--- src/rtl/bridge_pkg.sv ---
// rtl/bridge_pkg.sv - shared states, ASCII tags and register offsets for the bridge command engine
package bridge_pkg;

    localparam logic [1:0] H_IDLE  = 2'd0;
    localparam logic [1:0] H_VALID = 2'd1;
    localparam logic [1:0] H_DONE  = 2'd2;

    localparam logic [1:0] R_IDLE      = 2'd0;
    localparam logic [1:0] R_WAIT_ACK  = 2'd1;
    localparam logic [1:0] R_WAIT_DONE = 2'd2;
    localparam logic [1:0] R_DONE      = 2'd3;

    // Upper-case tags belong to the host command window, lower-case to the core window.
    localparam logic [15:0] TAG_HOST_CM = 16'h434D;
    localparam logic [15:0] TAG_HOST_BU = 16'h4255;
    localparam logic [15:0] TAG_HOST_OK = 16'h4F4B;
    localparam logic [15:0] TAG_CORE_CM = 16'h636D;
    localparam logic [15:0] TAG_CORE_BU = 16'h6275;
    localparam logic [15:0] TAG_CORE_OK = 16'h6F6B;

    localparam logic [26:0] REG_CMD       = 27'd0;
    localparam logic [26:0] REG_PARAM_PTR = 27'd4;
    localparam logic [26:0] REG_RESP_PTR  = 27'd8;

    localparam logic [15:0] TIMEOUT_RESULT = 16'hFFFF;

endpackage

--- src/rtl/bridge_param_window.sv ---
// rtl/bridge_param_window.sv - WORDS x 32 register window with address decode and bulk load
module bridge_param_window #(
    parameter logic [26:0] BASE  = 27'd0,
    parameter int          WORDS = 4
) (
    input  logic                  clk,
    input  logic                  reset_n,
    input  logic [26:0]           addr,
    input  logic                  wr_en,
    input  logic [31:0]           wr_data,
    input  logic                  load,
    input  logic [32*WORDS-1:0]   load_data,
    output logic [32*WORDS-1:0]   words,
    output logic                  hit,
    output logic [31:0]           rd_word
);

    logic [31:0] mem [WORDS];
    logic [26:0] rel;
    logic [2:0]  idx;

    // Addresses below BASE wrap to large values and fall outside the window.
    assign rel = addr - BASE;
    assign hit = (rel[1:0] == 2'b00) && (rel < 27'(4 * WORDS));
    assign idx = rel[4:2];

    always_ff @(posedge clk or negedge reset_n) begin
        if (!reset_n) begin
            for (int i = 0; i < WORDS; i++) mem[i] <= '0;
        end else begin
            for (int i = 0; i < WORDS; i++) begin
                if (load)
                    mem[i] <= load_data[i*32 +: 32];
                else if (wr_en && hit && idx == 3'(i))
                    mem[i] <= wr_data;
            end
        end
    end

    always_comb begin
        rd_word = '0;
        for (int i = 0; i < WORDS; i++) begin
            if (idx == 3'(i)) rd_word = mem[i];
        end
    end

    for (genvar g = 0; g < WORDS; g++) begin : g_flat
        assign words[g*32 +: 32] = mem[g];
    end

endmodule

--- src/rtl/bridge_cmd_engine.sv ---
// rtl/bridge_cmd_engine.sv - APF bridge host/core command engine (optional watchdog: BRIDGE_CMD_TIMEOUT_EN)
module bridge_cmd_engine
    import bridge_pkg::*;
#(
    parameter logic [31:0] HOST_BASE      = 32'hF800_0000,
    parameter logic [31:0] CORE_BASE      = 32'hF800_1000,
    parameter logic [31:0] PARAM_OFFSET   = 32'h0000_0020,
    parameter logic [31:0] RESP_OFFSET    = 32'h0000_0040,
    parameter int          PARAM_WORDS    = 4,
    parameter logic [23:0] TIMEOUT_CYCLES = 24'd10_000_000
) (
    input  logic                        clk,
    input  logic                        reset_n,
    input  logic [31:0]                 bridge_addr,
    input  logic                        bridge_wr,
    input  logic [31:0]                 bridge_wr_data,
    input  logic                        bridge_rd,
    output logic [31:0]                 bridge_rd_data,
    output logic                        bridge_rd_data_valid,
    output logic                        cmd_valid,
    output logic [15:0]                 cmd_word,
    output logic [32*PARAM_WORDS-1:0]   cmd_param,
    input  logic [15:0]                 cmd_progress,
    input  logic                        cmd_done,
    input  logic [15:0]                 cmd_result,
    input  logic [32*PARAM_WORDS-1:0]   cmd_response,
    input  logic                        req_valid,
    output logic                        req_ready,
    input  logic [15:0]                 req_word,
    input  logic [32*PARAM_WORDS-1:0]   req_param,
    output logic [15:0]                 req_progress,
    output logic                        req_done,
    output logic [15:0]                 req_result,
    output logic [32*PARAM_WORDS-1:0]   req_response,
    output logic                        req_timeout
);

    localparam logic [26:0] HB = HOST_BASE[26:0];
    localparam logic [26:0] CB = CORE_BASE[26:0];
    localparam logic [26:0] PO = PARAM_OFFSET[26:0];
    localparam logic [26:0] RO = RESP_OFFSET[26:0];

    logic [26:0] addr;
    logic        host_cmd_wr, core_cmd_wr;
    logic [1:0]  h_state, r_state;
    logic [31:0] host_status, core_cmd, rd_mux;
    logic        host_done_evt, accept, waiting, wd_expire;

    logic [32*PARAM_WORDS-1:0] hp_words, hr_words, cp_words, cr_words;
    logic        hp_hit, hr_hit, cp_hit, cr_hit;
    logic [31:0] hp_rd_word, hr_rd_word, cp_rd_word, cr_rd_word;

    assign addr          = bridge_addr[26:0];
    assign host_cmd_wr   = bridge_wr && (addr == HB + REG_CMD);
    assign core_cmd_wr   = bridge_wr && (addr == CB + REG_CMD);
    assign host_done_evt = (h_state == H_VALID) && cmd_done;
    assign accept        = (r_state == R_IDLE) && req_valid;
    assign waiting       = (r_state == R_WAIT_ACK) || (r_state == R_WAIT_DONE);

    assign cmd_valid = (h_state == H_VALID);
    assign req_ready = (r_state == R_IDLE) && reset_n;
    assign req_done  = (r_state == R_DONE);

    bridge_param_window #(.BASE(HB + PO), .WORDS(PARAM_WORDS)) u_host_param (
        .clk(clk), .reset_n(reset_n), .addr(addr), .wr_en(bridge_wr), .wr_data(bridge_wr_data),
        .load(1'b0), .load_data('0), .words(hp_words), .hit(hp_hit), .rd_word(hp_rd_word)
    );

    bridge_param_window #(.BASE(HB + RO), .WORDS(PARAM_WORDS)) u_host_resp (
        .clk(clk), .reset_n(reset_n), .addr(addr), .wr_en(1'b0), .wr_data(bridge_wr_data),
        .load(host_done_evt), .load_data(cmd_response), .words(hr_words), .hit(hr_hit), .rd_word(hr_rd_word)
    );

    bridge_param_window #(.BASE(CB + PO), .WORDS(PARAM_WORDS)) u_core_param (
        .clk(clk), .reset_n(reset_n), .addr(addr), .wr_en(1'b0), .wr_data(bridge_wr_data),
        .load(accept), .load_data(req_param), .words(cp_words), .hit(cp_hit), .rd_word(cp_rd_word)
    );

    bridge_param_window #(.BASE(CB + RO), .WORDS(PARAM_WORDS)) u_core_resp (
        .clk(clk), .reset_n(reset_n), .addr(addr), .wr_en(bridge_wr), .wr_data(bridge_wr_data),
        .load(1'b0), .load_data('0), .words(cr_words), .hit(cr_hit), .rd_word(cr_rd_word)
    );

    // Host param and core response windows are write-only from the bridge side.
    logic unused_ok;
    assign unused_ok = ^{bridge_addr[31:27], hp_hit, hp_rd_word, cr_hit, cr_rd_word,
                         hr_words, cp_words, TIMEOUT_CYCLES};

    always_comb begin
        rd_mux = 32'hFFFF_FFFF;
        if (addr == HB + REG_CMD)            rd_mux = host_status;
        else if (addr == HB + REG_PARAM_PTR) rd_mux = PARAM_OFFSET;
        else if (addr == HB + REG_RESP_PTR)  rd_mux = RESP_OFFSET;
        else if (hr_hit)                     rd_mux = hr_rd_word;
        else if (addr == CB + REG_CMD)       rd_mux = core_cmd;
        else if (addr == CB + REG_PARAM_PTR) rd_mux = PARAM_OFFSET;
        else if (addr == CB + REG_RESP_PTR)  rd_mux = RESP_OFFSET;
        else if (cp_hit)                     rd_mux = cp_rd_word;
    end

    always_ff @(posedge clk or negedge reset_n) begin
        if (!reset_n) begin
            bridge_rd_data       <= '0;
            bridge_rd_data_valid <= 1'b0;
        end else begin
            bridge_rd_data_valid <= bridge_rd;
            if (bridge_rd) bridge_rd_data <= rd_mux;
        end
    end

    always_ff @(posedge clk or negedge reset_n) begin
        if (!reset_n) begin
            h_state     <= H_IDLE;
            host_status <= '0;
            cmd_word    <= '0;
            cmd_param   <= '0;
        end else begin
            case (h_state)
                H_IDLE: begin
                    if (host_cmd_wr && bridge_wr_data[31:16] == TAG_HOST_CM) begin
                        cmd_word    <= bridge_wr_data[15:0];
                        cmd_param   <= hp_words;
                        host_status <= {TAG_HOST_BU, 16'h0000};
                        h_state     <= H_VALID;
                    end
                end
                H_VALID: begin
                    if (cmd_done) begin
                        host_status <= {TAG_HOST_OK, cmd_result};
                        h_state     <= H_DONE;
                    end else begin
                        host_status <= {TAG_HOST_BU, cmd_progress};
                    end
                end
                default: h_state <= H_IDLE;
            endcase
        end
    end

    always_ff @(posedge clk or negedge reset_n) begin
        if (!reset_n) begin
            r_state      <= R_IDLE;
            core_cmd     <= '0;
            req_progress <= '0;
            req_result   <= '0;
            req_response <= '0;
        end else begin
            case (r_state)
                R_IDLE: begin
                    if (req_valid) begin
                        core_cmd <= {TAG_CORE_CM, req_word};
                        r_state  <= R_WAIT_ACK;
                    end
                end
                R_WAIT_ACK: begin
                    if (core_cmd_wr) begin
                        core_cmd <= bridge_wr_data;
                        r_state  <= R_WAIT_DONE;
                    end
                end
                R_WAIT_DONE: begin
                    if (core_cmd[31:16] == TAG_CORE_BU) begin
                        req_progress <= core_cmd[15:0];
                    end else if (core_cmd[31:16] == TAG_CORE_OK) begin
                        req_result   <= core_cmd[15:0];
                        req_response <= cr_words;
                        r_state      <= R_DONE;
                    end
                    if (core_cmd_wr) core_cmd <= bridge_wr_data;
                end
                default: r_state <= R_IDLE;
            endcase
            // Watchdog expiry overrides whatever the host reported this cycle.
            if (wd_expire) begin
                r_state      <= R_DONE;
                req_result   <= TIMEOUT_RESULT;
                req_response <= '0;
                core_cmd     <= '0;
            end
        end
    end

`ifdef BRIDGE_CMD_TIMEOUT_EN
    logic [23:0] wd_cnt;
    logic        to_flag;

    assign wd_expire   = waiting && !core_cmd_wr && (wd_cnt == TIMEOUT_CYCLES - 24'd1);
    assign req_timeout = to_flag;

    always_ff @(posedge clk or negedge reset_n) begin
        if (!reset_n) begin
            wd_cnt  <= '0;
            to_flag <= 1'b0;
        end else begin
            to_flag <= wd_expire;
            if (!waiting || core_cmd_wr) wd_cnt <= '0;
            else                         wd_cnt <= wd_cnt + 24'd1;
        end
    end
`else
    assign wd_expire   = 1'b0 & waiting;
    assign req_timeout = 1'b0;
`endif

endmodule

--- config.mk ---
export PLATFORM = sky130hd
export DESIGN_NAME = bridge_cmd_engine
export DESIGN_NICKNAME = d
export VERILOG_FILES = /design/src/rtl/bridge_pkg.sv /design/src/rtl/bridge_param_window.sv /design/src/rtl/bridge_cmd_engine.sv
export SDC_FILE = /design/constraint.sdc
export NUM_CORES = 1
export LEC_CHECK = 0
export ABC_AREA = 1
export CORE_MARGIN = 10
export CORE_UTILIZATION = 55
export CTS_CLUSTER_DIAMETER = 80
export DETAILED_ROUTE_END_ITERATION = 10
export PLACE_DENSITY = 0.79
export SYNTH_ARGS = -nofsm -noshare
export SYNTH_HDL_FRONTEND = slang
export SYNTH_HIERARCHICAL = 1
export SYNTH_SLANG_ARGS = --single-unit
--- constraint.sdc ---
create_clock -name clk -period 2.6 [get_ports clk]
set_input_delay 0.52 -clock clk [delete_from_list [all_inputs] [get_ports clk]]
set_output_delay 0.52 -clock clk [all_outputs]
set_load 0.05 [all_outputs]
# == Word level (Yosys, flattened, before mapping) ==
# Index checks and enable logic that the tools add are counted.
# totals
regBits,917
inputBits,374
out_inout_bits,341
word_cells,138
# op_classes
n_addsub,4
n_lt_le_gt_ge,4
n_eq_ne,31
muxes,30
bitwise,1
n_reduce_logical,41
# ops
cell,n
32-bit two-way mux,19
32-bit case mux with 2 select lines,2
27-bit by 5-bit < comparator with 1-bit output (second input constant),4
27-bit by 13-bit == test with 1-bit output (second input constant),3
27-bit by 13-bit subtractor with 27-bit output (second input constant),2
16-bit by 15-bit == test with 1-bit output (second input constant),3
28-bit two-way mux,1
27-bit by 3-bit == test with 1-bit output (second input constant),1
27-bit by 4-bit == test with 1-bit output (second input constant),1
27-bit zero test,1
27-bit by 6-bit subtractor with 27-bit output (second input constant),1
27-bit by 7-bit subtractor with 27-bit output (second input constant),1
3-bit by 2-bit == test with 1-bit output (second input constant),8
1-bit logical AND,20
3-bit by 1-bit == test with 1-bit output (second input constant),4
2-bit zero test,6
3-bit zero test,4
2-bit two-way mux,6
2-bit inequality test (second input constant),4
2-bit AND reduction,4
2-bit by 1-bit inequality test with 1-bit output (second input constant),3
2-bit case mux with 3 select lines,1
3-bit AND reduction,2
2-bit by 1-bit == test with 1-bit output (second input constant),2
6 further kinds,8

# == Depth between registers and ports, before layout ==
# logic_depth
depth_word,14
depth_mapped,21
mapped_depth_nobuf,21

# == Cells and area by module ==
# Netlist, hierarchy kept.
# modules_own_cells
module,instances,cells_per_inst,area_each_um2,seq_area_each_um2
bridge_cmd_engine,1,1673,16161.8,9809.4
bridge_param_window at u_host_resp,1,1212,7918.8,3203.1
bridge_param_window at u_host_param,1,1192,7768.7,3203.1
bridge_param_window at u_core_resp,1,1171,7649.8,3203.1
bridge_param_window at u_core_param,1,1155,7439.6,3203.1

# == Worst setup path before layout ==
# OpenSTA, ideal clock, no wires.
# synth_path
path_kind,reg2reg
startpoint,reg h_state[1]
endpoint,"reg u_host_resp.mem, in the netlist u_host_resp/words[118]"
setup_ns,0.117
t_arrival_ns,2.615
required_time_ns,2.483
slack_ns,-0.132
stages_incl_launch_ff,12
n_path_buf,3
synth_period_minus_slack_ns,2.732
path_cell_list,dfrtp_1 nor2_1 nand2_1 clkinv_1 clkbuf_1 inv_1 clkbuf_1 clkbuf_1 nand2_1 nand2_1 nand2_1 nand2_1
# synth_via
elab_chain_len,2
# synth_lines
element,line_no,rtl
"start, declared",bridge_cmd_engine.sv:45,"logic [1:0] h_state, r_state;"
"start signal, assigned",bridge_cmd_engine.sv:113,h_state <= H_IDLE;
"start signal, assigned",bridge_cmd_engine.sv:124,h_state <= H_VALID;
"start signal, assigned",bridge_cmd_engine.sv:130,h_state <= H_DONE;
2-bit by 1-bit == test with 1-bit output,n/a,
named net cmd_valid,bridge_cmd_engine.sv:20,"output logic cmd_valid,"
1-bit logical AND,bridge_cmd_engine.sv:56,assign host_done_evt = (h_state == H_VALID) && cmd_done;
named net host_done_evt,bridge_cmd_engine.sv:47,"logic host_done_evt, accept, waiting, wd_expire;"
"end signal, assigned by index",bridge_param_window.sv:33,mem[i] <= load_data[i*32 +: 32];
"end signal, assigned by index",bridge_param_window.sv:35,mem[i] <= wr_data;
"end, declared",bridge_param_window.sv:18,logic [31:0] mem [WORDS];
# The timed path passes the listed nets, and every way through them passes these cells.
# A chain may end at the register's enable or synchronous reset.

# == Worst setup path in the final report ==
# layout_path
startpoint,reg bridge_rd_data[10]
endpoint,out bridge_rd_data[10]
# layout_rtl
element,line_no,rtl
"start, declared",bridge_cmd_engine.sv:18,"output logic [31:0] bridge_rd_data,"
"start signal, assigned",bridge_cmd_engine.sv:107,if (bridge_rd) bridge_rd_data <= rd_mux;
# No word-level cell between the ends.

==> metrics.txt <==
# TYPE chip_impl_metric gauge
chip_impl_info{name="outcome",value="finished clean"} 1
chip_impl_metric{name="crit_required",unit="ns"} 2.08
chip_impl_metric{name="numCtsBuffers",unit=""} 94
chip_impl_metric{name="min_period",unit="ns"} 2.50
chip_impl_metric{name="maxClockFrequency",unit="MHz"} 400
chip_impl_metric{name="grt.overflow.total",unit=""} 0
chip_impl_metric{name="drt-vias-per-instance",unit=""} 5.64
chip_impl_metric{name="grt_pass1_wl",unit="µm"} 279000
chip_impl_metric{name="maxCapViolations",unit=""} 0
chip_impl_metric{name="power_density",unit="mW/mm²"} 663
chip_impl_metric{name="drc_marker_count_from_the_first_detailed_route_iteration",unit=""} 5918
chip_impl_metric{name="hpwlAfterDp",unit="µm"} 134000
chip_impl_metric{name="dieWidth",unit="µm"} 307
chip_impl_metric{name="max-slew-margin-rel",unit="%"} 15.6
chip_impl_metric{name="floorplan.io_pins",unit=""} 715
chip_impl_info{name="worst_path_cell_with_the_longest_stage_delay",value="sky130_fd_sc_hd__clkdlybuf4s50_1"} 1
chip_impl_info{name="worstReg2RegStart",value="r_state[0]"} 1
chip_impl_info{name="critical_path.cell_chain",value="clkdlybuf4s50_1"} 1
chip_impl_metric{name="max-vdd-ir-drop",unit="mV"} 0.641
chip_impl_info{name="critPathKind",value="register to output pin"} 1
chip_impl_metric{name="ff2ff_setup_slack",unit="ns"} 0.41
chip_impl_metric{name="row_count",unit=""} 105
chip_impl_metric{name="tritonroute_pass_1_iters",unit=""} 7
chip_impl_metric{name="post_synth_inst_count",unit=""} 6035
chip_impl_metric{name="floorplan.initialDensity",unit="%"} 55.3
chip_impl_metric{name="ant_nets",unit=""} 0
chip_impl_metric{name="fin_skew",unit="ns"} 0.0341
chip_impl_metric{name="floorplan.die_area",unit="mm²"} 0.0944
chip_impl_metric{name="reg2regPathDepth",unit=""} 5
chip_impl_metric{name="setup_viol_count_final",unit=""} 0
chip_impl_metric{name="grt_antenna_before_repair",unit=""} 16
chip_impl_info{name="min_path_type",value="input pin to async pin"} 1
chip_impl_info{name="cpLargestDelayFamily",value="buffers and inverters"} 1
chip_impl_metric{name="finalHoldViolations",unit=""} 0
chip_impl_metric{name="post-route-cell-area",unit="mm²"} 0.0601
chip_impl_metric{name="clkSinkCount",unit=""} 904
chip_impl_info{name="setup.worst_path.start_class",value="register"} 1
chip_impl_metric{name="synth.yosys.warnings",unit=""} 6
chip_impl_metric{name="grt_pass1_vias",unit=""} 44500
chip_impl_metric{name="place.detailed.instances",unit=""} 8061
chip_impl_metric{name="fin_nets",unit=""} 7474
chip_impl_metric{name="port_buffers",unit=""} 708
chip_impl_info{name="tritoncts",value="done"} 1
chip_impl_metric{name="cp_slowest_stage_delay",unit="ns"} 0.91
chip_impl_metric{name="synthesis.area_per_instance",unit="µm²"} 7.52
chip_impl_metric{name="clock_tree.htree_level_count",unit=""} 3
chip_impl_metric{name="finalCritPeriodShare",unit="%"} 96.3
chip_impl_metric{name="max_slew_violation_count",unit=""} 0
chip_impl_metric{name="fp.coreArea",unit="mm²"} 0.0820
chip_impl_metric{name="cp.arrival",unit="ns"} 1.98
chip_impl_metric{name="netlist_area",unit="mm²"} 0.0454
chip_impl_metric{name="critPathMaxFanout",unit=""} 2
chip_impl_metric{name="pin_count_of_the_biggest_net_entering_global_routing",unit=""} 165
chip_impl_metric{name="worstMarginPinSlew",unit="ns"} 1.26
chip_impl_metric{name="dr_drc_count",unit=""} 0
chip_impl_metric{name="clockBufferDepth",unit=""} 3
chip_impl_metric{name="gp_congestion",unit=""} 1.01
chip_impl_metric{name="cp.buffers_inverters",unit=""} 1
chip_impl_metric{name="syn_to_final_growth",unit="%"} 32.5
chip_impl_metric{name="placedInstanceArea",unit="mm²"} 0.0564
chip_impl_metric{name="static_leakage",unit="nW"} 31.5
chip_impl_info{name="regToRegEndpoint",value="req_response[45]"} 1
chip_impl_info{name="clock_tree.root_cell",value="sky130_fd_sc_hd__clkbuf_16"} 1
chip_impl_metric{name="post_route_setup_tns",unit="ns"} 0
chip_impl_metric{name="route.vias.total",unit=""} 46500
chip_impl_metric{name="hold-worst-slack",unit="ns"} 0.354
chip_impl_info{name="crit_path_end_kind",value="output pin"} 1
chip_impl_metric{name="routed_wire_length_per_instance",unit="µm"} 22.8
chip_impl_metric{name="wirelength",unit="µm"} 188000
chip_impl_metric{name="final_layout_size_suffix_gt1_share",unit="%"} 10.4
chip_impl_metric{name="total_power",unit="W"} 0.0399
chip_impl_metric{name="die_h",unit="µm"} 307
chip_impl_metric{name="clk_latency",unit="ns"} 0.67
chip_impl_metric{name="final_cells",unit=""} 8244
chip_impl_metric{name="grt_use_total",unit="%"} 38.8
chip_impl_metric{name="clock_pin_slew_on_the_worst_setup_and_hold_paths",unit="ns"} 0.06
[where the power goes]
| group | total, W | internal (W) | switching, W | leakage, nW |
|---|---|---|---|---|
| Sequential | 0.0171 | 0.0159 | 0.00118 | 11.7 |
| Combinational | 0.00826 | 0.00291 | 0.00535 | 18.2 |
| Clock | 0.0145 | 0.00865 | 0.00586 | 1.63 |
| Total | 0.0399 | 0.0275 | 0.0124 | 31.5 |
[worst register-to-register path: stages, from the launching register on]
cell and delay (ns):
sky130_fd_sc_hd__dfrtp_1 0.43, sky130_fd_sc_hd__inv_1 0.09, sky130_fd_sc_hd__ha_1 0.27, sky130_fd_sc_hd__nand3_4 0.14, sky130_fd_sc_hd__buf_12 0.42, sky130_fd_sc_hd__mux2_2 0.70
[stage by stage]
step	util (%)	setup slack (ns)
after floorplan	-	0.0780
after global placement	68.8	-0.805
after detailed placement	68.8	-0.852
after CTS	73.0	0.00140
after global routing	73.3	-0.0353
final	73.3	0.0973
[cell usage in the layout, fill, tap and decap left out, drive strengths merged, types with 9 or more instances in the layout]
cell and n:
a21oi 48, a22oi 16, buf 323, bufinv 13, clkbuf 137, clkdlybuf4s50 681
clkinv 20, conb 271, dfrtp 904, diode 9, dlymetal6s2s 18, inv 167
mux2 128, nand2 3227, nand3 608, nand4 103, nor2 287, nor3 17
o211ai 21, o21ai 122
[state kept, by name (all words and copies together), names as in the netlist]
signal	flops
host_status	19
cmd_word	16
cmd_param	128
core_cmd	32
r_state	2
u_core_param/words	128
bridge_rd_data	32
h_state	2
bridge_rd_data_valid	1
req_result	16
u_core_resp/words	128
req_response	128
u_host_resp/words	128
u_host_param/words	128
req_progress	16
[area by class of cell]
| type | instances | area (µm²) |
|---|---|---|
| Antenna cell | 9 | 22.5 |
| Clock buffer | 135 | 2750 |
| Clock inverter | 33 | 569 |
| Fill cell | 6402 | 21900 |
| Inverter | 168 | 651 |
| Multi-Input combinational cell | 4897 | 21700 |
| Sequential cell | 904 | 22600 |
| Tap cell | 1070 | 1340 |
| Timing Repair Buffer | 1028 | 10400 |
[metal layers]
layer / track usage, % / vias to the layer above / share of wire [%]
met1: 50.5 / 22000 / 38
met2: 59.1 / 2929 / 44
li1: - / 21000 / -
met5: 0 / - / 0.055
met3: 9.84 / 554 / 12
met4: 20.9 / 16 / 6.3
[how the worst max path moves through the flow]
| stage | start | end | depth (start not counted) |
|---|---|---|---|
| after global placement | bridge_addr[13] | bridge_rd_data[14] | 19 |
| after floorplan | bridge_addr[6] | bridge_rd_data[1] | 16 |
| after CTS | bridge_addr[10] | bridge_rd_data[6] | 20 |
| after global routing | bridge_addr[0] | bridge_rd_data[6] | 20 |
| final | bridge_rd_data[10] | bridge_rd_data[10] | 1 |
| after detailed placement | bridge_addr[13] | bridge_rd_data[15] | 19 |
[what timing repair did]
item | in CTS | in global routing
hold endpoints to repair | 11 | 0
pin swaps | 11 | 21
setup endpoints to repair | 208 | 434
gates resized for setup | 33 | 72
hold buffers | 1 | 0
gates cloned | 2 | 0
buffers inserted | 3 | 1
No activity file was read; power rests on OpenSTA's default activity.
